$ cat config.mk
export PLATFORM = sky130hd
export DESIGN_NAME = neighbor_sink_scan_flat
export DESIGN_NICKNAME = d
export VERILOG_FILES = /design/src/rtl/neighbor_sink_scan_if.sv /design/src/rtl/neighbor_sink_scan.sv /design/src/flat_wrapper.sv
export SDC_FILE = /design/constraint.sdc
export NUM_CORES = 1
export LEC_CHECK = 0
export CAP_MARGIN = 20
export CORE_UTILIZATION = 62
export CTS_CLUSTER_SIZE = 20
export DETAILED_ROUTE_END_ITERATION = 7
export PLACE_DENSITY = 0.95
export SLEW_MARGIN = 20
export SYNTH_ARGS = -nofsm -noshare
export SYNTH_HDL_FRONTEND = slang
export SYNTH_SLANG_ARGS = --single-unit
$ cat constraint.sdc
create_clock -name clock -period 5.1 [get_ports clock]
set_input_delay 1.02 -clock clock [delete_from_list [all_inputs] [get_ports clock]]
set_output_delay 1.02 -clock clock [all_outputs]
set_load 0.05 [all_outputs]
$ cat src/rtl/neighbor_sink_scan_if.sv
// Shared-memory port plus en/start/done sequencing for the neighbor/sink scanner.
// master = scanner side, slave = controller/memory side.
interface neighbor_sink_scan_if #(
  parameter int WORD_WIDTH = 16
) ();
  logic                  en;
  logic                  start;
  logic [WORD_WIDTH-1:0] MY_CLUSTER_ID;
  logic [WORD_WIDTH-1:0] data_in;
  logic [WORD_WIDTH-1:0] address;
  logic                  wr_en;
  logic [WORD_WIDTH-1:0] data_out;
  logic                  forAggregation;
  logic [WORD_WIDTH-1:0] match_count;
  logic                  busy;
  logic                  done;

  modport master (
    input  en, start, MY_CLUSTER_ID, data_in,
    output address, wr_en, data_out, forAggregation, match_count, busy, done
  );

  modport slave (
    output en, start, MY_CLUSTER_ID, data_in,
    input  address, wr_en, data_out, forAggregation, match_count, busy, done
  );
endinterface

$ cat src/rtl/neighbor_sink_scan.sv
// Walks neighborID/clusterID against knownSinks and writes forAggregation + match count.
// One memory access per cycle (read data valid the cycle after the address); no backpressure, en/start only sampled when idle/armed/done.
module neighbor_sink_scan #(
  parameter int                    WORD_WIDTH    = 16,
  parameter logic [WORD_WIDTH-1:0] ADDR_KSC      = 16'h688,
  parameter logic [WORD_WIDTH-1:0] ADDR_NBC      = 16'h68A,
  parameter logic [WORD_WIDTH-1:0] ADDR_NID      = 16'h48,
  parameter logic [WORD_WIDTH-1:0] ADDR_CID      = 16'hC8,
  parameter logic [WORD_WIDTH-1:0] ADDR_SINK     = 16'h8,
  parameter logic [WORD_WIDTH-1:0] ADDR_FLAG     = 16'h2,
  parameter logic [WORD_WIDTH-1:0] ADDR_MCNT     = 16'h4,
  parameter int                    ADDR_STRIDE   = 2,
  parameter int                    MAX_NEIGHBORS = 64,
  parameter int                    MAX_SINKS     = 32,
  parameter bit                    COUNT_ALL     = 1'b0
) (
  input  logic                 clock,
  input  logic                 rst,
  neighbor_sink_scan_if.master bus
);

  localparam logic [WORD_WIDTH-1:0] STRIDE = WORD_WIDTH'(ADDR_STRIDE);
  localparam logic [WORD_WIDTH-1:0] MAX_NB = WORD_WIDTH'(MAX_NEIGHBORS);
  localparam logic [WORD_WIDTH-1:0] MAX_SK = WORD_WIDTH'(MAX_SINKS);

  typedef enum logic [3:0] {
    S_IDLE, S_ARMED, S_RD_KSC, S_RD_NBC, S_RD_NID, S_RD_CID,
    S_CMP, S_NEXT_NB, S_WR_FLAG, S_WR_CNT, S_DONE
  } state_t;

  state_t                r_state, w_state_nxt;
  logic [WORD_WIDTH-1:0] r_address, w_address_nxt;
  logic                  r_wr_en, w_wr_en_nxt;
  logic [WORD_WIDTH-1:0] r_data_out, w_data_out_nxt;
  logic                  r_flag, w_flag_nxt;
  logic [WORD_WIDTH-1:0] r_mcnt, w_mcnt_nxt;
  logic [WORD_WIDTH-1:0] r_i, w_i_nxt;
  logic [WORD_WIDTH-1:0] r_j, w_j_nxt;
  logic [WORD_WIDTH-1:0] r_ksc, w_ksc_nxt;
  logic [WORD_WIDTH-1:0] r_nbc, w_nbc_nxt;
  logic [WORD_WIDTH-1:0] r_nid, w_nid_nxt;
  logic                  w_clear;
  logic                  w_go_flag;
  logic [WORD_WIDTH-1:0] w_cnt_clamp;
  logic [WORD_WIDTH-1:0] w_i_inc;
  logic [WORD_WIDTH-1:0] w_j_inc;

  always_ff @(posedge clock) begin
    if (rst) begin
      r_state    <= S_IDLE;
      r_address  <= ADDR_KSC;
      r_wr_en    <= 1'b0;
      r_data_out <= '0;
      r_flag     <= 1'b0;
      r_mcnt     <= '0;
      r_i        <= '0;
      r_j        <= '0;
      r_ksc      <= '0;
      r_nbc      <= '0;
      r_nid      <= '0;
    end else begin
      r_state    <= w_state_nxt;
      r_address  <= w_address_nxt;
      r_wr_en    <= w_wr_en_nxt;
      r_data_out <= w_data_out_nxt;
      r_flag     <= w_flag_nxt;
      r_mcnt     <= w_mcnt_nxt;
      r_i        <= w_i_nxt;
      r_j        <= w_j_nxt;
      r_ksc      <= w_ksc_nxt;
      r_nbc      <= w_nbc_nxt;
      r_nid      <= w_nid_nxt;
    end
  end

  assign w_i_inc = r_i + 1'b1;
  assign w_j_inc = r_j + 1'b1;

  always_comb begin
    w_state_nxt    = r_state;
    w_address_nxt  = r_address;
    w_wr_en_nxt    = r_wr_en;
    w_data_out_nxt = r_data_out;
    w_flag_nxt     = r_flag;
    w_mcnt_nxt     = r_mcnt;
    w_i_nxt        = r_i;
    w_j_nxt        = r_j;
    w_ksc_nxt      = r_ksc;
    w_nbc_nxt      = r_nbc;
    w_nid_nxt      = r_nid;
    w_clear        = 1'b0;
    w_go_flag      = 1'b0;
    w_cnt_clamp    = '0;

    case (r_state)
      S_IDLE, S_DONE: w_clear = bus.en;
      S_ARMED: begin
        if (bus.start) begin
          w_address_nxt = ADDR_KSC;
          w_state_nxt   = S_RD_KSC;
        end
      end
      S_RD_KSC: begin
        w_ksc_nxt     = (bus.data_in > MAX_SK) ? MAX_SK : bus.data_in;
        w_address_nxt = ADDR_NBC;
        w_state_nxt   = S_RD_NBC;
      end
      S_RD_NBC: begin
        w_cnt_clamp = (bus.data_in > MAX_NB) ? MAX_NB : bus.data_in;
        w_nbc_nxt   = w_cnt_clamp;
        if (w_cnt_clamp == '0 || r_ksc == '0) begin
          w_go_flag = 1'b1;
        end else begin
          w_address_nxt = ADDR_NID;
          w_state_nxt   = S_RD_NID;
        end
      end
      S_RD_NID: begin
        w_nid_nxt     = bus.data_in;
        w_address_nxt = ADDR_CID + STRIDE * r_i;
        w_state_nxt   = S_RD_CID;
      end
      S_RD_CID: begin
        if (bus.data_in == bus.MY_CLUSTER_ID) begin
          w_state_nxt = S_NEXT_NB;
        end else begin
          w_address_nxt = ADDR_SINK;
          w_j_nxt       = '0;
          w_state_nxt   = S_CMP;
        end
      end
      S_CMP: begin
        // A neighbor counts once: the first sink hit ends its loop.
        if (bus.data_in == r_nid) begin
          w_mcnt_nxt  = (r_mcnt == '1) ? r_mcnt : r_mcnt + 1'b1;
          w_state_nxt = S_NEXT_NB;
        end else begin
          w_j_nxt = w_j_inc;
          if (w_j_inc == r_ksc) begin
            w_state_nxt = S_NEXT_NB;
          end else begin
            w_address_nxt = ADDR_SINK + STRIDE * w_j_inc;
          end
        end
      end
      S_NEXT_NB: begin
        w_i_nxt = w_i_inc;
        if ((!COUNT_ALL && r_mcnt != '0) || w_i_inc == r_nbc) begin
          w_go_flag = 1'b1;
        end else begin
          w_address_nxt = ADDR_NID + STRIDE * w_i_inc;
          w_state_nxt   = S_RD_NID;
        end
      end
      S_WR_FLAG: begin
        w_address_nxt  = ADDR_MCNT;
        w_data_out_nxt = r_mcnt;
        w_state_nxt    = S_WR_CNT;
      end
      S_WR_CNT: begin
        w_wr_en_nxt = 1'b0;
        w_state_nxt = S_DONE;
      end
      default: w_state_nxt = S_IDLE;
    endcase

    // Outputs are registered on state entry so wr_en spans exactly WR_FLAG and WR_CNT.
    if (w_go_flag) begin
      w_flag_nxt     = (r_mcnt != '0);
      w_address_nxt  = ADDR_FLAG;
      w_data_out_nxt = {{(WORD_WIDTH-1){1'b0}}, (r_mcnt != '0)};
      w_wr_en_nxt    = 1'b1;
      w_state_nxt    = S_WR_FLAG;
    end

    if (w_clear) begin
      w_address_nxt  = ADDR_KSC;
      w_wr_en_nxt    = 1'b0;
      w_data_out_nxt = '0;
      w_flag_nxt     = 1'b0;
      w_mcnt_nxt     = '0;
      w_i_nxt        = '0;
      w_j_nxt        = '0;
      w_ksc_nxt      = '0;
      w_nbc_nxt      = '0;
      w_nid_nxt      = '0;
      w_state_nxt    = S_ARMED;
    end
  end

  assign bus.address        = r_address;
  assign bus.wr_en          = r_wr_en;
  assign bus.data_out       = r_data_out;
  assign bus.forAggregation = r_flag;
  assign bus.match_count    = r_mcnt;
  assign bus.done           = (r_state == S_DONE);
  assign bus.busy           = !(r_state == S_IDLE || r_state == S_ARMED || r_state == S_DONE);

endmodule

$ cat src/flat_wrapper.sv
// flat-port wrapper written by rule: the top's interface ports become plain ports
module neighbor_sink_scan_flat 
#(
  parameter int                    WORD_WIDTH    = 16,
  parameter logic [WORD_WIDTH-1:0] ADDR_KSC      = 16'h688,
  parameter logic [WORD_WIDTH-1:0] ADDR_NBC      = 16'h68A,
  parameter logic [WORD_WIDTH-1:0] ADDR_NID      = 16'h48,
  parameter logic [WORD_WIDTH-1:0] ADDR_CID      = 16'hC8,
  parameter logic [WORD_WIDTH-1:0] ADDR_SINK     = 16'h8,
  parameter logic [WORD_WIDTH-1:0] ADDR_FLAG     = 16'h2,
  parameter logic [WORD_WIDTH-1:0] ADDR_MCNT     = 16'h4,
  parameter int                    ADDR_STRIDE   = 2,
  parameter int                    MAX_NEIGHBORS = 64,
  parameter int                    MAX_SINKS     = 32,
  parameter bit                    COUNT_ALL     = 1'b0
)
  (clock, rst, bus_en, bus_start, bus_MY_CLUSTER_ID, bus_data_in, bus_address, bus_wr_en, bus_data_out, bus_forAggregation, bus_match_count, bus_busy, bus_done);
  neighbor_sink_scan_if #(.WORD_WIDTH(WORD_WIDTH)) bus_i ();
  input  logic clock;
  input  logic rst;
  input wire logic [$bits(bus_i.en)-1:0] bus_en;
  input wire logic [$bits(bus_i.start)-1:0] bus_start;
  input wire logic [$bits(bus_i.MY_CLUSTER_ID)-1:0] bus_MY_CLUSTER_ID;
  input wire logic [$bits(bus_i.data_in)-1:0] bus_data_in;
  output wire logic [$bits(bus_i.address)-1:0] bus_address;
  output wire logic [$bits(bus_i.wr_en)-1:0] bus_wr_en;
  output wire logic [$bits(bus_i.data_out)-1:0] bus_data_out;
  output wire logic [$bits(bus_i.forAggregation)-1:0] bus_forAggregation;
  output wire logic [$bits(bus_i.match_count)-1:0] bus_match_count;
  output wire logic [$bits(bus_i.busy)-1:0] bus_busy;
  output wire logic [$bits(bus_i.done)-1:0] bus_done;
  assign bus_i.en = bus_en;
  assign bus_i.start = bus_start;
  assign bus_i.MY_CLUSTER_ID = bus_MY_CLUSTER_ID;
  assign bus_i.data_in = bus_data_in;
  assign bus_address = bus_i.address;
  assign bus_wr_en = bus_i.wr_en;
  assign bus_data_out = bus_i.data_out;
  assign bus_forAggregation = bus_i.forAggregation;
  assign bus_match_count = bus_i.match_count;
  assign bus_busy = bus_i.busy;
  assign bus_done = bus_i.done;
  neighbor_sink_scan #(.WORD_WIDTH(WORD_WIDTH), .ADDR_KSC(ADDR_KSC), .ADDR_NBC(ADDR_NBC), .ADDR_NID(ADDR_NID), .ADDR_CID(ADDR_CID), .ADDR_SINK(ADDR_SINK), .ADDR_FLAG(ADDR_FLAG), .ADDR_MCNT(ADDR_MCNT), .ADDR_STRIDE(ADDR_STRIDE), .MAX_NEIGHBORS(MAX_NEIGHBORS), .MAX_SINKS(MAX_SINKS), .COUNT_ALL(COUNT_ALL)) u_core (.clock(clock), .rst(rst), .bus(bus_i));
endmodule
# After elaboration in Yosys (flattened, before gate mapping)
# Index checks and enable logic that the tools add are counted.
# op_classes
addsub,6
n_lt_le_gt_ge,2
n_eq_ne,35
mux,30
bitwise,2
reduce_logical,24
# ops
operator,n
$mux W16,10
$pmux W16 S8,1
$eq A16 B16 Y1,4
$add A16 B1 Y16 const B,3
$pmux W4 S10,1
$logic_not A16 Y1,2
$pmux W16 S2,1
$mux W4,6
$ne A3 B2 Y1 const B,6
$add A4 B16 Y16 const A,1
$add A7 B16 Y16 const A,1
$add A8 B16 Y16 const A,1
$eq A16 B16 Y1 const B,1
$eq A4 B3 Y1 const B,4
$gt A16 B6 Y1 const B,1
$gt A16 B7 Y1 const B,1
$reduce_bool A16 Y1,1
$reduce_and A5 Y1,3
$reduce_and A7 Y1,2
$eq A4 B4 Y1 const B,3
$ne A2 B2 Y1 const B,6
$ne A4 B2 Y1 const B,3
$mux W11,1
$mux W1,9
17 further kinds,27
# word_totals
register_bits,134
in_bits,36
output_inout_bits,52
elab_cells,114

# Longest topological paths before layout
# Gate-level depths: netlist (run 1).
# logic_depth
word_depth,8
depth_mapped,13
mapped_depth_nobuf,12

# Worst setup path after synthesis (run 1)
# No wires, ideal clock.
# synth_path
path_type,input to register
startpoint,input port bus_data_in[2]
endpoint,"register u_core.r_mcnt[13], in the netlist u_core.bus.match_count[13]"
setup_time_ns,0.070
arrival_ns,3.061
required_time_ns,5.030
path_slack_ns,1.968
path_stages,9
path_buffers,2
cell_sequence,clkbuf_1 > xnor2_1 > nand4_1 > nor4_2 > nand3b_1 > or3_1 > clkbuf_1 > or3_1 > a21oi_1
# synth_between
elab_chain_cells,2
# synth_lines
element,line_no,source
start: declaration,flat_wrapper.sv:24,input wire logic [$bits(bus_i.data_in)-1:0] bus_data_in;
$eq A16 B16 Y1,neighbor_sink_scan.sv:134,if (bus.data_in == r_nid) begin
$reduce_and A3 Y1 (no line),--,
end signal: assignment,neighbor_sink_scan.sv:67,r_mcnt <= w_mcnt_nxt;
end: declaration,neighbor_sink_scan.sv:36,"logic [WORD_WIDTH-1:0] r_mcnt, w_mcnt_nxt;"
# Every way passes these cells.
# A chain may end at the register's enable or synchronous reset.

# Final worst setup path (run 1)
# layout_path
startpoint,register u_core.r_j[0]
endpoint,"register u_core.r_address[14], in the netlist u_core.bus.address[14]"
# layout_between
elab_chain_cells,5
word_cells_on_any_way,8
cone_classes,add/sub (2); eq/ne (2); mux (3); reduce/logical (1)
# layout_lines
element,line_no,source
start: declaration,neighbor_sink_scan.sv:38,"logic [WORD_WIDTH-1:0] r_j, w_j_nxt;"
start signal: assignment,neighbor_sink_scan.sv:69,r_j <= w_j_nxt;
$add A16 B1 Y16 *,neighbor_sink_scan.sv:77,assign w_j_inc = r_j + 1'b1;
$add A4 B16 Y16,neighbor_sink_scan.sv:142,w_address_nxt = ADDR_SINK + STRIDE * w_j_inc;
$mux W16,neighbor_sink_scan.sv:139,if (w_j_inc == r_ksc) begin
$mux W16,neighbor_sink_scan.sv:134,
$pmux W16 S8,neighbor_sink_scan.sv:95,case (r_state)
end signal: assignment,neighbor_sink_scan.sv:63,r_address <= w_address_nxt;
end: declaration,neighbor_sink_scan.sv:32,"logic [WORD_WIDTH-1:0] r_address, w_address_nxt;"
# Every way passes the cells marked *; elsewhere a longest branch is shown, timed or not. The select of a mux whose other input is x is not followed.

==> results of run 1 <==
## worst max path at each step
stage | from | endpoint | slack [ns] | depth (start not counted)
after floorplan | bus_data_in[2] | u_core.bus.match_count[13]$_SDFFE_PP0P_ | 1.97 | 9
after global placement | bus_data_in[3] | u_core.r_j[1]$_SDFFE_PP0P_ | 1.14 | 8
after detailed placement | bus_data_in[3] | u_core.r_j[14]$_SDFFE_PP0P_ | 0.97 | 8
after CTS | u_core.r_j[0]$_SDFFE_PP0P_ | u_core.bus.address[14]$_SDFFE_PP0P_ | 1.04 | 9
after global routing | u_core.r_j[0]$_SDFFE_PP0P_ | u_core.bus.address[1]$_SDFFE_PP0P_ | 0.61 | 9
final | u_core.r_j[0]$_SDFFE_PP0P_ | u_core.bus.address[14]$_SDFFE_PP0P_ | 0.86 | 9
## routing by layer
layer,GRT usage,vias up
li1,-,3952
met1,0.440,3919
met2,0.558,573
met3,0.0767,111
met4,0.201,0
met5,0,-
## state kept, by name, indices dropped and copies added (netlist names)
register,cells
u_core.bus.data_out,16
u_core.r_nbc,16
u_core.bus.forAggregation,1
u_core.bus.wr_en,1
u_core.bus.address,15
u_core.r_i,16
u_core.r_ksc,16
u_core.r_state,4
u_core.r_nid,16
u_core.r_j,16
u_core.bus.match_count,16
## per-stage QoR
stage	hold WS, ns	utilization	power [mW]	cells	worst slack, ns
2_1_floorplan	0.444	-	1.22	1099	1.97
3_3_place_gp	0.443	0.694	1.29	1282	1.14
3_5_place_dp	0.448	0.694	1.30	1282	0.967
4_1_cts	0.456	0.741	2.57	1314	1.04
5_1_grt	0.472	0.742	2.64	1315	0.615
6_report	0.455	0.742	2.58	1315	0.856
## cells in the mapped netlist (16+ instances only)
library cell               number
sky130_fd_sc_hd__nand3_1       41
sky130_fd_sc_hd__o21ai_0       56
sky130_fd_sc_hd__nand2_1      132
sky130_fd_sc_hd__buf_2         23
sky130_fd_sc_hd__clkbuf_1      52
sky130_fd_sc_hd__or3_1         22
sky130_fd_sc_hd__a21oi_1       95
sky130_fd_sc_hd__nor3_1        26
sky130_fd_sc_hd__and3_1        21
sky130_fd_sc_hd__dfxtp_1      133
sky130_fd_sc_hd__nand2b_1      19
sky130_fd_sc_hd__nor2_1       104
sky130_fd_sc_hd__xnor2_1       98
sky130_fd_sc_hd__a31oi_1       16
sky130_fd_sc_hd__xor2_1        26
sky130_fd_sc_hd__nand4_1       27
## placed cells by master, fill, tap and decap left out, types with 14 or more instances in the layout
master,count
sky130_fd_sc_hd__a21oi_1,95
sky130_fd_sc_hd__a31oi_1,16
sky130_fd_sc_hd__and3_1,21
sky130_fd_sc_hd__clkbuf_16,17
sky130_fd_sc_hd__clkdlybuf4s50_1,86
sky130_fd_sc_hd__dfxtp_1,133
sky130_fd_sc_hd__inv_1,14
sky130_fd_sc_hd__nand2_1,132
sky130_fd_sc_hd__nand2b_1,18
sky130_fd_sc_hd__nand3_1,41
sky130_fd_sc_hd__nand4_1,27
sky130_fd_sc_hd__nor2_1,104
sky130_fd_sc_hd__nor3_1,24
sky130_fd_sc_hd__nor4_1,14
sky130_fd_sc_hd__o21ai_0,56
sky130_fd_sc_hd__or3_1,22
sky130_fd_sc_hd__xnor2_1,98
sky130_fd_sc_hd__xor2_1,26
## cells by family after synthesis
family,Yosys count
and+or+nand+nor,473
AOI/OAI and AO/OA,249
DFF,133
xor gates and xnor gates,124
buffers and inverters,101
muxes,11
adders and majority gates,7
other,1
## where the power goes
| group | switching, mW | total (mW) | internal, mW |
|---|---|---|---|
| Sequential | 0.0152 | 1.06 | 1.05 |
| Combinational | 0.140 | 0.218 | 0.0788 |
| Clock | 0.496 | 1.30 | 0.800 |
## tightest hold or removal path: stages (launching register included)
cell and delay [ns]:
sky130_fd_sc_hd__dfxtp_1 0.31, sky130_fd_sc_hd__nand2_1 0.05, sky130_fd_sc_hd__a21oi_1 0.05
## cell type report
type,count,area [µm²],area share
Clock buffer,19,453,0.0463
Timing Repair Buffer,94,921,0.0941
Clock inverter,13,170,0.0174
Inverter,15,56.3,0.00575
Multi-Input combinational cell,865,5300,0.542
Sequential cell,133,2660,0.272
Tap cell,176,220,0.0225
==> summary.md, run 1 <==
Routability-driven placement finished with a final weighted congestion of 0.956. The via-per-instance ratio came out at 6.51. The pre-antenna-repair detailed-routing pass consisted of 8 iterations. The flow ran to the end, and the final reports show no timing, DRC or antenna violations. For the hold buffer count at CTS, the log shows 0.

The min-delay analysis places its worst path in the category reg2reg. Across the run, the number of max-cap violations was 0. The die covers 0.0140 mm². Setup repair after global routing left no endpoint under its margin. The kind of critical path was reg2reg. The proportion of netlist area held by the largest area contributor was 0.318; the count of flip-flops with a built-in enable after synthesis was 0. At the end of the flow, the number of nets in the layout was 1169.

After detailed routing, no signal wire sits above met4. For the antenna violation net count after detailed routing, the log shows 0. The run gives 0.000227 V as the worst ir drop on vdd.

For the starting density of the core, the log shows 0.636. The share of the clock period used by the worst path is 0.832, and the number of instances in the synthesized netlist is 1099. Setup violations remaining at the end of the flow were counted as 0. 0 antenna diodes ended up in the layout. The number of levels the H-tree was split into was 4. Clock skew on the completed layout was measured at 0.00766 ns.

The endpoint kind of the worst setup timing path was a register. The detailed router finished its first iteration with 1372 violations. The number of warnings issued by yosys is 0. Chip width: 118 µm. The tools report the count of final hold-check violations as 0.

By area, the combinational part of the netlist is dominated by simple AND/OR/NAND/NOR gates. Clock-pin slew was measured on the worst setup and hold paths at 0.06 ns. The number of nets in the synthesized netlist is 1142. The run gives 0.352 as the global router's overall resource usage. The tools report the number of buffers inserted during clock tree synthesis as 17.

Broken down by cell family, the worst path's largest delay share belongs to compound AO/OA/AOI/OAI gates. The slowest stage of the critical path is the sky130_fd_sc_hd__o31ai_4 cell. The y dimension of the die was 118 µm. Floorplan row count: 42. The routed metal-1 wirelength came out at 9.50 mm. The routed design could run at a clock period as short as 4.24 ns. The tools report the hold path startpoint as u_core.bus.data_out[15]$_SDFFE_PP0P_.

For the worst setup path, the data arrival time is 4.56 ns. The worst hold path passes through 2 cells. The fraction of final layout cells sized beyond drive strength 1 was 0.0632; the amount of wire on met2 after detailed routing was 11.0 mm.

Static timing analysis puts the maximum clock frequency at 236 MHz. The number of max-slew violations in the final report is 0. In this run the clock root is driven by a sky130_fd_sc_hd__clkbuf_16. The run gives 0.0132 mm² as the area of the core region.

The total overflow left after global routing is 0. The multiplexer fraction of the synthesized cell area came out at 0.0133. The area growth from synthesis to layout is 16.7%. The share of synthesized registers carrying an async set or reset came out at 0. The worst relative slew slack was 0.325; the average size of a mapped cell was 7.63 µm².

The clock passes through at most 2 buffers. The final total negative setup slack is 0 ns, and the worst stage delay on the critical path is 0.79 ns. Quantity of gates resized following cts: 0. Endpoint with the worst hold slack: u_core.bus.data_out[15]$_SDFFE_PP0P_. The number of antenna violations at the first check in global routing was 0. The clock net in this run drives a total of 133 sinks. The source of the worst register-to-register timing path is u_core.r_j[0]$_SDFFE_PP0P_.

Traced cell by cell, the critical path runs through ha_1 > and4_1 > nand3_1 > a2111o_1 > o211ai_1 > o2111ai_1 > o31ai_4 > a221oi_1 > a221oi_1. The post-detailed-route DRC marker count was 0; the wire length per cell was 18.3 µm. The half-perimeter wire length of the detailed placement result was 16.6 mm. The length of routed met3 wiring was 2.39 mm. Largest fanout of any net on the critical path: 18. Of all cell types, the one taking the most synthesized area is sky130_fd_sc_hd__dfxtp_1.

The share of the synthesized area in compound gates (AO/OA/AOI/OAI) was 0.186. TritonCTS built the clock tree. Summed over all layers, the routed wires come to 24.0 mm. The worst reg2reg path depth is 9, and the post-synth design cell area is 0.00839 mm². The adder and majority cell fraction of the synthesized area came out at 0.0104.

The number of distinct library cell variants in the gate-level netlist after synthesis was 76. The worst endpoint required time is 5.42 ns. The slew at the pin closest to its max-slew limit came out at 1.00 ns. The tools report the sort of element at the start of the critical path as a register. By area the synthesized netlist is led by sky130_fd_sc_hd__dfxtp_1 32%, sky130_fd_sc_hd__xnor2_1 10%, sky130_fd_sc_hd__nand2_1 5.9%, sky130_fd_sc_hd__a21oi_1 5.7%, sky130_fd_sc_hd__nor2_1 4.7%. Entering global routing, the biggest net connects 49 pins. The flop-to-flop setup slack was 0.86 ns. The register area share after synthesis was 0.318.

In this run, synthesis produced a sequential element count of 133. The count of buffers added by post-CTS timing repair for setup is 0, and the global-route wire length before repair is 39.5 mm. For the top-level port count, the log shows 88.

In this run the critical register-to-register path is captured at u_core.bus.address[14]$_SDFFE_PP0P_. Buffers placed on the I/O ports in this run total 86. In this run the static leakage power is 3.18 nW. Critical path's most frequent cell: sky130_fd_sc_hd__a221oi_1.

Together, buffers and inverters on the worst path number 0. After detailed placement, the total cell area comes to 0.00915 mm². The xor-xnor portion of the synthesized cell area is 0.130, and the via count of the first global-routing pass is 7933. The via count was 8555.

The clock reaches the later pin of the worst-skew pair after 0.44 ns. Among all flip-flop cells after synthesis, the most frequent one is sky130_fd_sc_hd__dfxtp_1. The power per standard cell area was 264 mW/mm². The final instance area was 0.00978 mm². The filler cell count is 953, and the basic-gate share of the synthesized area counting and, or, nand and nor cells is 0.291.
Note: power is estimated with default switching activity, not from simulation.
==> inputs of run 2 (changes only) <==
CORE_UTILIZATION = 52   (was 62)
PLACE_DENSITY = 0.86   (was 0.95)
clock period = 3.65 ns   (was 5.1 ns; I/O delays follow)
==> summary.md, run 2 (synthesized netlist as in run 1, its figures left out) <==
Clock-pin slew was measured on the worst setup and hold paths at 0.06 ns. The largest net degree at the start of global routing is 48, and the count of TritonRoute iterations in the first routing pass is 6. Measured along the x axis, the die boundary spans 129 µm. The floorplan row count was 46. The clock arrives with 0.00667 ns of skew. For the starting density of the core, the log shows 0.530. The run gives 0.875 mW as the reported net switching power.

Number of buffer and inverter stages on the critical path: 1. The number of maximum-capacitance constraint violations is 0. STA puts the critical path data arrival time at 3.64 ns. Counting instances, the worst hold path has a depth of 2. The slowest stage of the critical path belongs to the cell sky130_fd_sc_hd__or4_1. The run gives 1361 as the number of placed instances, taps included. By startpoint and endpoint, the worst setup path is classified as reg2reg. For the worst setup path, the data required time is 3.97 ns.

The congestion estimate from routability-driven global placement came to 0.929. Destination of the worst register-to-register timing path: u_core.bus.address[8]$_SDFFE_PP0P_. The slew at the pin closest to its max-slew limit is 0.820 ns. The y dimension of the die is 129 µm. The filler-free cell count of the finished design is 1393, and the net count of the finished layout is 1207. In this run the tool buffered the top-level ports with 86 buffer cells. Along the worst path, the maximum fanout reaches 15.

The power per standard cell area works out to 339 mW/mm². Total number of cells along the worst setup path: 9. The proportion of power drawn by flip-flops and latches was 0.434. For the top-level port count, the log shows 88.

Buffers inserted during clock tree synthesis total 17. The leakage power figure is 3.34 nW. The logic gate share of total power was 0.096; the final total negative setup slack was 0 ns.

For the total die area, the log shows 0.0166 mm². In this run the worst setup path begins at u_core.r_j[2]$_SDFFE_PP0P_. The internal power contribution was 2.54 mW. Among the stages of the critical path, the cell type that occurs most often is sky130_fd_sc_hd__mux2i_1. The number of levels the H-tree was split into was 4. Global router's overall resource usage: 0.300. The path class of the tightest hold or removal check is reg2reg. The count of buffers added by post-CTS timing repair for setup was 0. CTS placed an instance of sky130_fd_sc_hd__clkbuf_16 at the clock tree root. Summed over all nets, the half-perimeter wirelength after detailed placement is 17.9 mm.

The worst relative slew slack is 0.454, and the switching share of total power is 0.256. The count of final hold-check violations is 0. Setup violations remaining at the end of the flow were counted as 0. The region available for standard cell placement spans 0.0158 mm². The flop-to-flop setup slack is 0.33 ns. The antenna violation net count after detailed routing was 0; the antenna diode count was 0. The wire length per cell came out at 17.5 µm.

The first global-routing pass estimated 39.0 mm of wire. Sort of element at the start of the critical path: a register. Clock latency on the worst-skew pair, taken at its later pin, is 0.43 ns. For the highest attainable clock frequency, the log shows 301 MHz. The clock network power share was 0.470. The via count of the first global-routing pass came out at 7820.

The total global routing overflow is 0, and the worst stage delay on the critical path is 0.69 ns. Buffers inserted to repair hold after CTS numbered 0. The most common library cell in the layout ignoring fill and taps is sky130_fd_sc_hd__dfxtp_1. The worst register-to-register path begins at u_core.r_j[2]$_SDFFE_PP0P_. After detailed routing, the number of remaining DRC violations is 0.

The run gives 0.457 ns as the smallest hold slack. STA classifies the critical path endpoint as a register. In the routed layout, each cell is associated on average with a via count of 6.05. Largest buffer count on any clock path: 2. Total power draw: 3.42 mW.

The worst hold path begins at u_core.bus.data_out[11]$_SDFFE_PP0P_. The quantity of gates resized following cts came out at 0. TritonCTS built the clock tree. In this run the cell area measured after placement is 0.00952 mm². Fraction of final layout cells sized beyond drive strength 1: 0.0926. For the number of sinks driven by the clock tree, the log shows 133.

The clock period minus worst slack is 3.32 ns. The flow ran to the end, and the final reports show no timing, DRC or antenna violations. The finished cells cover 0.0101 mm². From synthesis to final layout, the design area changed by 20.1%. Measured in cells, the most critical reg-to-reg path has a length of 9. The final layout contains routed wiring with a total length of 24.4 mm. The signal on the critical path passes through nand3_4 > or4_1 > mux2i_1 > a21oi_1 > nand3_1 > o31ai_4 > buf_4 > mux2i_1 > nor2_1.

In the layout the commonest cells are 133 x sky130_fd_sc_hd__dfxtp_1, 132 x sky130_fd_sc_hd__nand2_1, 104 x sky130_fd_sc_hd__nor2_1, 98 x sky130_fd_sc_hd__xnor2_1, 95 x sky130_fd_sc_hd__a21oi_1. The first routing iteration left 923 violations. Setup repair after global routing left no endpoint under its margin.

Number of max-slew violations in the final report: 0. The run gives 0 as the number of antenna violations at the first check in global routing. Endpoint with the worst hold slack: u_core.bus.data_out[11]$_SDFFE_PP0P_. IR analysis of the VDD net gives a maximum drop of 0.000310 V. The via count is 8433. The share of the clock period used by the worst path is 0.909. The kind of cell adding the most delay to the critical path is simple AND/OR/NAND/NOR gates.
-- run 2: tightest hold or removal path, delay by kind of cell, from the launching register on --
kind,cells,cell delay [ns]
flip-flops,1,0.30
AND/OR/NAND/NOR,1,0.05
AO/OA/AOI/OAI,1,0.05
-- run 2: stage by stage --
stage	worst slack, ns	util
after floorplan	0.753	-
after global placement	0.308	0.602
after detailed placement	0.140	0.602
after CTS	0.364	0.636
after global routing	0.127	0.636
final	0.333	0.636
-- run 2: how the worst max path moves through the flow --
stage | end | slack, ns
2_1_floorplan | u_core.r_state[2]$_SDFFE_PP0P_ | 0.75
3_3_place_gp | u_core.bus.address[8]$_SDFFE_PP0P_ | 0.31
3_5_place_dp | u_core.bus.address[8]$_SDFFE_PP0P_ | 0.14
4_1_cts | u_core.bus.address[8]$_SDFFE_PP0P_ | 0.36
5_1_grt | u_core.bus.address[8]$_SDFFE_PP0P_ | 0.13
6_report | u_core.bus.address[8]$_SDFFE_PP0P_ | 0.33
-- run 2: metal layers --
layer  vias to the layer above  share of wire  GRT usage
met5                         -              0          0
met4                         0          0.040      0.165
met3                        70          0.081     0.0669
met2                       446           0.46      0.490
met1                      3901           0.41      0.366
li1                       4016              -          -
-- run 2: final cells by class --
type / count / area [µm²]
Clock buffer: 19 / 443
Clock inverter: 13 / 109
Fill cell: 1337 / 5750
Inverter: 15 / 56.3
Multi-Input combinational cell: 865 / 5300
Sequential cell: 133 / 2660
Tap cell: 216 / 270
Timing Repair Buffer: 132 / 1230
-- run 2: power by group through the flow --
stage,clock [mW],sequential [mW],combinational [mW]
finish,1.61,1.48,0.330
global route,1.68,1.48,0.353
CTS,1.62,1.48,0.327
detailed placement,0,1.51,0.326
global placement,0,1.51,0.321
floorplan,0,1.54,0.163
==> inputs of run 3 (changes only) <==
CTS_BUF_LIST = sky130_fd_sc_hd__clkbuf_16   (was unset)
SKIP_CTS_REPAIR_TIMING = 1   (was unset)
==> summary.md, run 3 (synthesized netlist as in run 1, its figures left out) <==
The flow ran to the end, and the final reports show no timing, DRC or antenna violations. By instance count, the cell type seen most on the critical path is sky130_fd_sc_hd__mux2i_1. The tools report the floorplan row count as 46.

The routed layout has 8490 vias. The tools report the endpoint kind of the worst setup timing path as a register. In the final routed layout, each cell accounts on average for 17.5 µm. The number of buffer cells added on primary ports was 86; the worst relative slew slack was 0.454.

TritonCTS built the clock tree. For this design the ratio of total power to cell area is 338 mW/mm². Clock-pin slew was measured on the worst setup and hold paths at 0.06 ns. IR analysis of the VDD net gives a maximum drop of 0.000312 V. Before CTS, the worst setup slack after placement is 0.140 ns. At the worst endpoint, the required time is 3.98 ns. The worst setup path is launched from a register.

In the final design database the tool counted 1207 nets. The antenna diode count was 0. In this run the clock root is driven by a sky130_fd_sc_hd__clkbuf_16.

For the endpoint arrival time on the critical path, the log shows 3.67 ns. The cell with the largest stage delay on the worst path is sky130_fd_sc_hd__or4_1. The congestion estimate from routability-driven global placement came to 0.929.

For the final routed database, the setup TNS stands at 0 ns. The total wire length after detailed routing came out at 24.4 mm. The layout overhead on the synthesized area came out at 20.0%. The logs give 0.00820 ns for the setup clock skew after layout and 8 for the count of TritonRoute iterations in the first routing pass.

Counting every sink on the clock net gives 133. The worst hold path was traced through 2 stages. The worst reg2reg path depth was 9; the y dimension of the die was 129 µm. The slew at the pin closest to its max-slew limit was 0.819 ns; the largest buffer count on any clock path was 2.

Measured along the x axis, the die boundary spans 129 µm. The source of the worst register-to-register timing path was u_core.r_j[2]$_SDFFE_PP0P_. The post-detailed-route DRC marker count is 0. The run gives 0 as the count of final hold-check violations. The tools report the largest net degree at the start of global routing as 48. The worst setup path is of the reg2reg kind. The number of buffer and inverter stages on the critical path is 1, and the highest attainable clock frequency is 299 MHz.

Kind of cell adding the most delay to the critical path: simple AND/OR/NAND/NOR gates. Clock insertion delay at the later pin of the skew report: 0.43 ns. The number of max-slew violations in the final report is 0.

The worst register-to-register path ends at u_core.bus.address[8]$_SDFFE_PP0P_. The via count of the first global-routing pass came out at 7813. Traced cell by cell, the critical path runs through nand3_4 > or4_1 > mux2i_1 > a21oi_1 > nand3_1 > o31ai_4 > buf_4 > mux2i_1 > nor2_1. The fraction of final layout cells sized beyond drive strength 1 is 0.0918, and the largest fanout of any net on the critical path is 15.

For this block, the initial DRC count from the detailed router was 954. The starting density of the core was 0.530; the leakage power figure was 3.34 nW. In this run the standard cell core region covers 0.0158 mm².

The tools report the endpoint with the worst hold slack as u_core.bus.data_out[5]$_SDFFE_PP0P_. In this run, CTS created clock tree buffers numbering 17. Critical path startpoint: u_core.r_j[2]$_SDFFE_PP0P_. Setup repair after global routing left no endpoint under its margin.

The final worst setup slack is 0.304 ns, and the share of the clock period used by the worst path is 0.917. Summed over all layers, the global routing overflow is 0. Leaving out fill and tap cells, the most frequent cells in the layout are 133 x sky130_fd_sc_hd__dfxtp_1, 132 x sky130_fd_sc_hd__nand2_1, 104 x sky130_fd_sc_hd__nor2_1, 98 x sky130_fd_sc_hd__xnor2_1, 95 x sky130_fd_sc_hd__a21oi_1. Antenna violation net count after detailed routing: 0. CTS built an H-tree with a depth of 4.

The most common library cell in the layout ignoring fill and taps is sky130_fd_sc_hd__dfxtp_1. The worst stage delay on the critical path is 0.69 ns, and the post-route core utilization is 0.636. The via-per-instance ratio was 6.09. Detailed placement ended at an HPWL of 17.9 mm. The run gives 0 as the number of maximum-capacitance constraint violations. The tools report the top-level port count as 88. The total die area was 0.0166 mm². The path class of the tightest hold or removal check is reg2reg. The hold path startpoint is u_core.bus.data_out[5]$_SDFFE_PP0P_.

After layout, the minimum clock period comes to 3.35 ns. The logs give 0 for the number of antenna violations at the first check in global routing and 0.300 for the global router's overall resource usage. The logs give 0 for the number of endpoints failing setup at the final stage and 39.0 mm for the global-route wire length before repair. For the flop-to-flop setup slack, the log shows 0.30 ns.
run 3: changes by cell type in the layout (fill, tap and decap cells not counted), sizes merged:
cell    previous run  this run
inv               15        16
clkinv             6         7
clkbuf            19        17
run 3: power by group:
part	switching (mW)	internal [mW]
registers	0.0152	1.47
clock network	0.663	0.922
logic	0.200	0.129
total	0.878	2.52
run 3: worst max-delay path by stage:
stage / to / slack [ns] / cells after the start
2_1_floorplan: u_core.r_state[2]$_SDFFE_PP0P_ / 0.75 / 11
3_3_place_gp: u_core.bus.address[8]$_SDFFE_PP0P_ / 0.31 / 11
3_5_place_dp: u_core.bus.address[8]$_SDFFE_PP0P_ / 0.14 / 11
4_1_cts: u_core.bus.address[8]$_SDFFE_PP0P_ / 0.36 / 9
5_1_grt: u_core.bus.address[8]$_SDFFE_PP0P_ / 0.13 / 9
6_report: u_core.bus.address[8]$_SDFFE_PP0P_ / 0.30 / 9
run 3: stage by stage:
step                power (mW)  instance area, µm²  hold slack (ns)  cells
finish                    3.40               10100            0.458   1393
global route              3.49               10100            0.479   1393
CTS                       3.40               10100            0.459   1393
detailed placement        1.84                9520            0.451   1361
global placement          1.83                9520            0.442   1361
floorplan                 1.71                8390            0.444   1099
run 3: worst reg2reg max path, stage by stage (launching register included):
cell	delay [ns]
sky130_fd_sc_hd__dfxtp_1	0.68
sky130_fd_sc_hd__nand3_4	0.33
sky130_fd_sc_hd__or4_1	0.70
sky130_fd_sc_hd__mux2i_1	0.16
sky130_fd_sc_hd__a21oi_1	0.20
sky130_fd_sc_hd__nand3_1	0.20
sky130_fd_sc_hd__o31ai_4	0.47
sky130_fd_sc_hd__buf_4	0.26
sky130_fd_sc_hd__mux2i_1	0.20
sky130_fd_sc_hd__nor2_1	0.05
run 3: metal layers:
layer	part of all wire	global-route usage	vias to the layer above	routed length (µm)
met5	0	0	-	0
met3	0.088	0.0669	78	2140
met2	0.46	0.489	491	11200
met1	0.41	0.368	3903	10000
li1	-	-	4018	-
met4	0.044	0.165	0	1080
run 3: area by class of cell:
type	instances	area, µm²
Clock inverter	15	116
Tap cell	216	270
Clock buffer	17	425
Inverter	15	56.3
Fill cell	1336	5760
Multi-Input combinational cell	865	5300
Sequential cell	133	2660
Timing Repair Buffer	132	1230
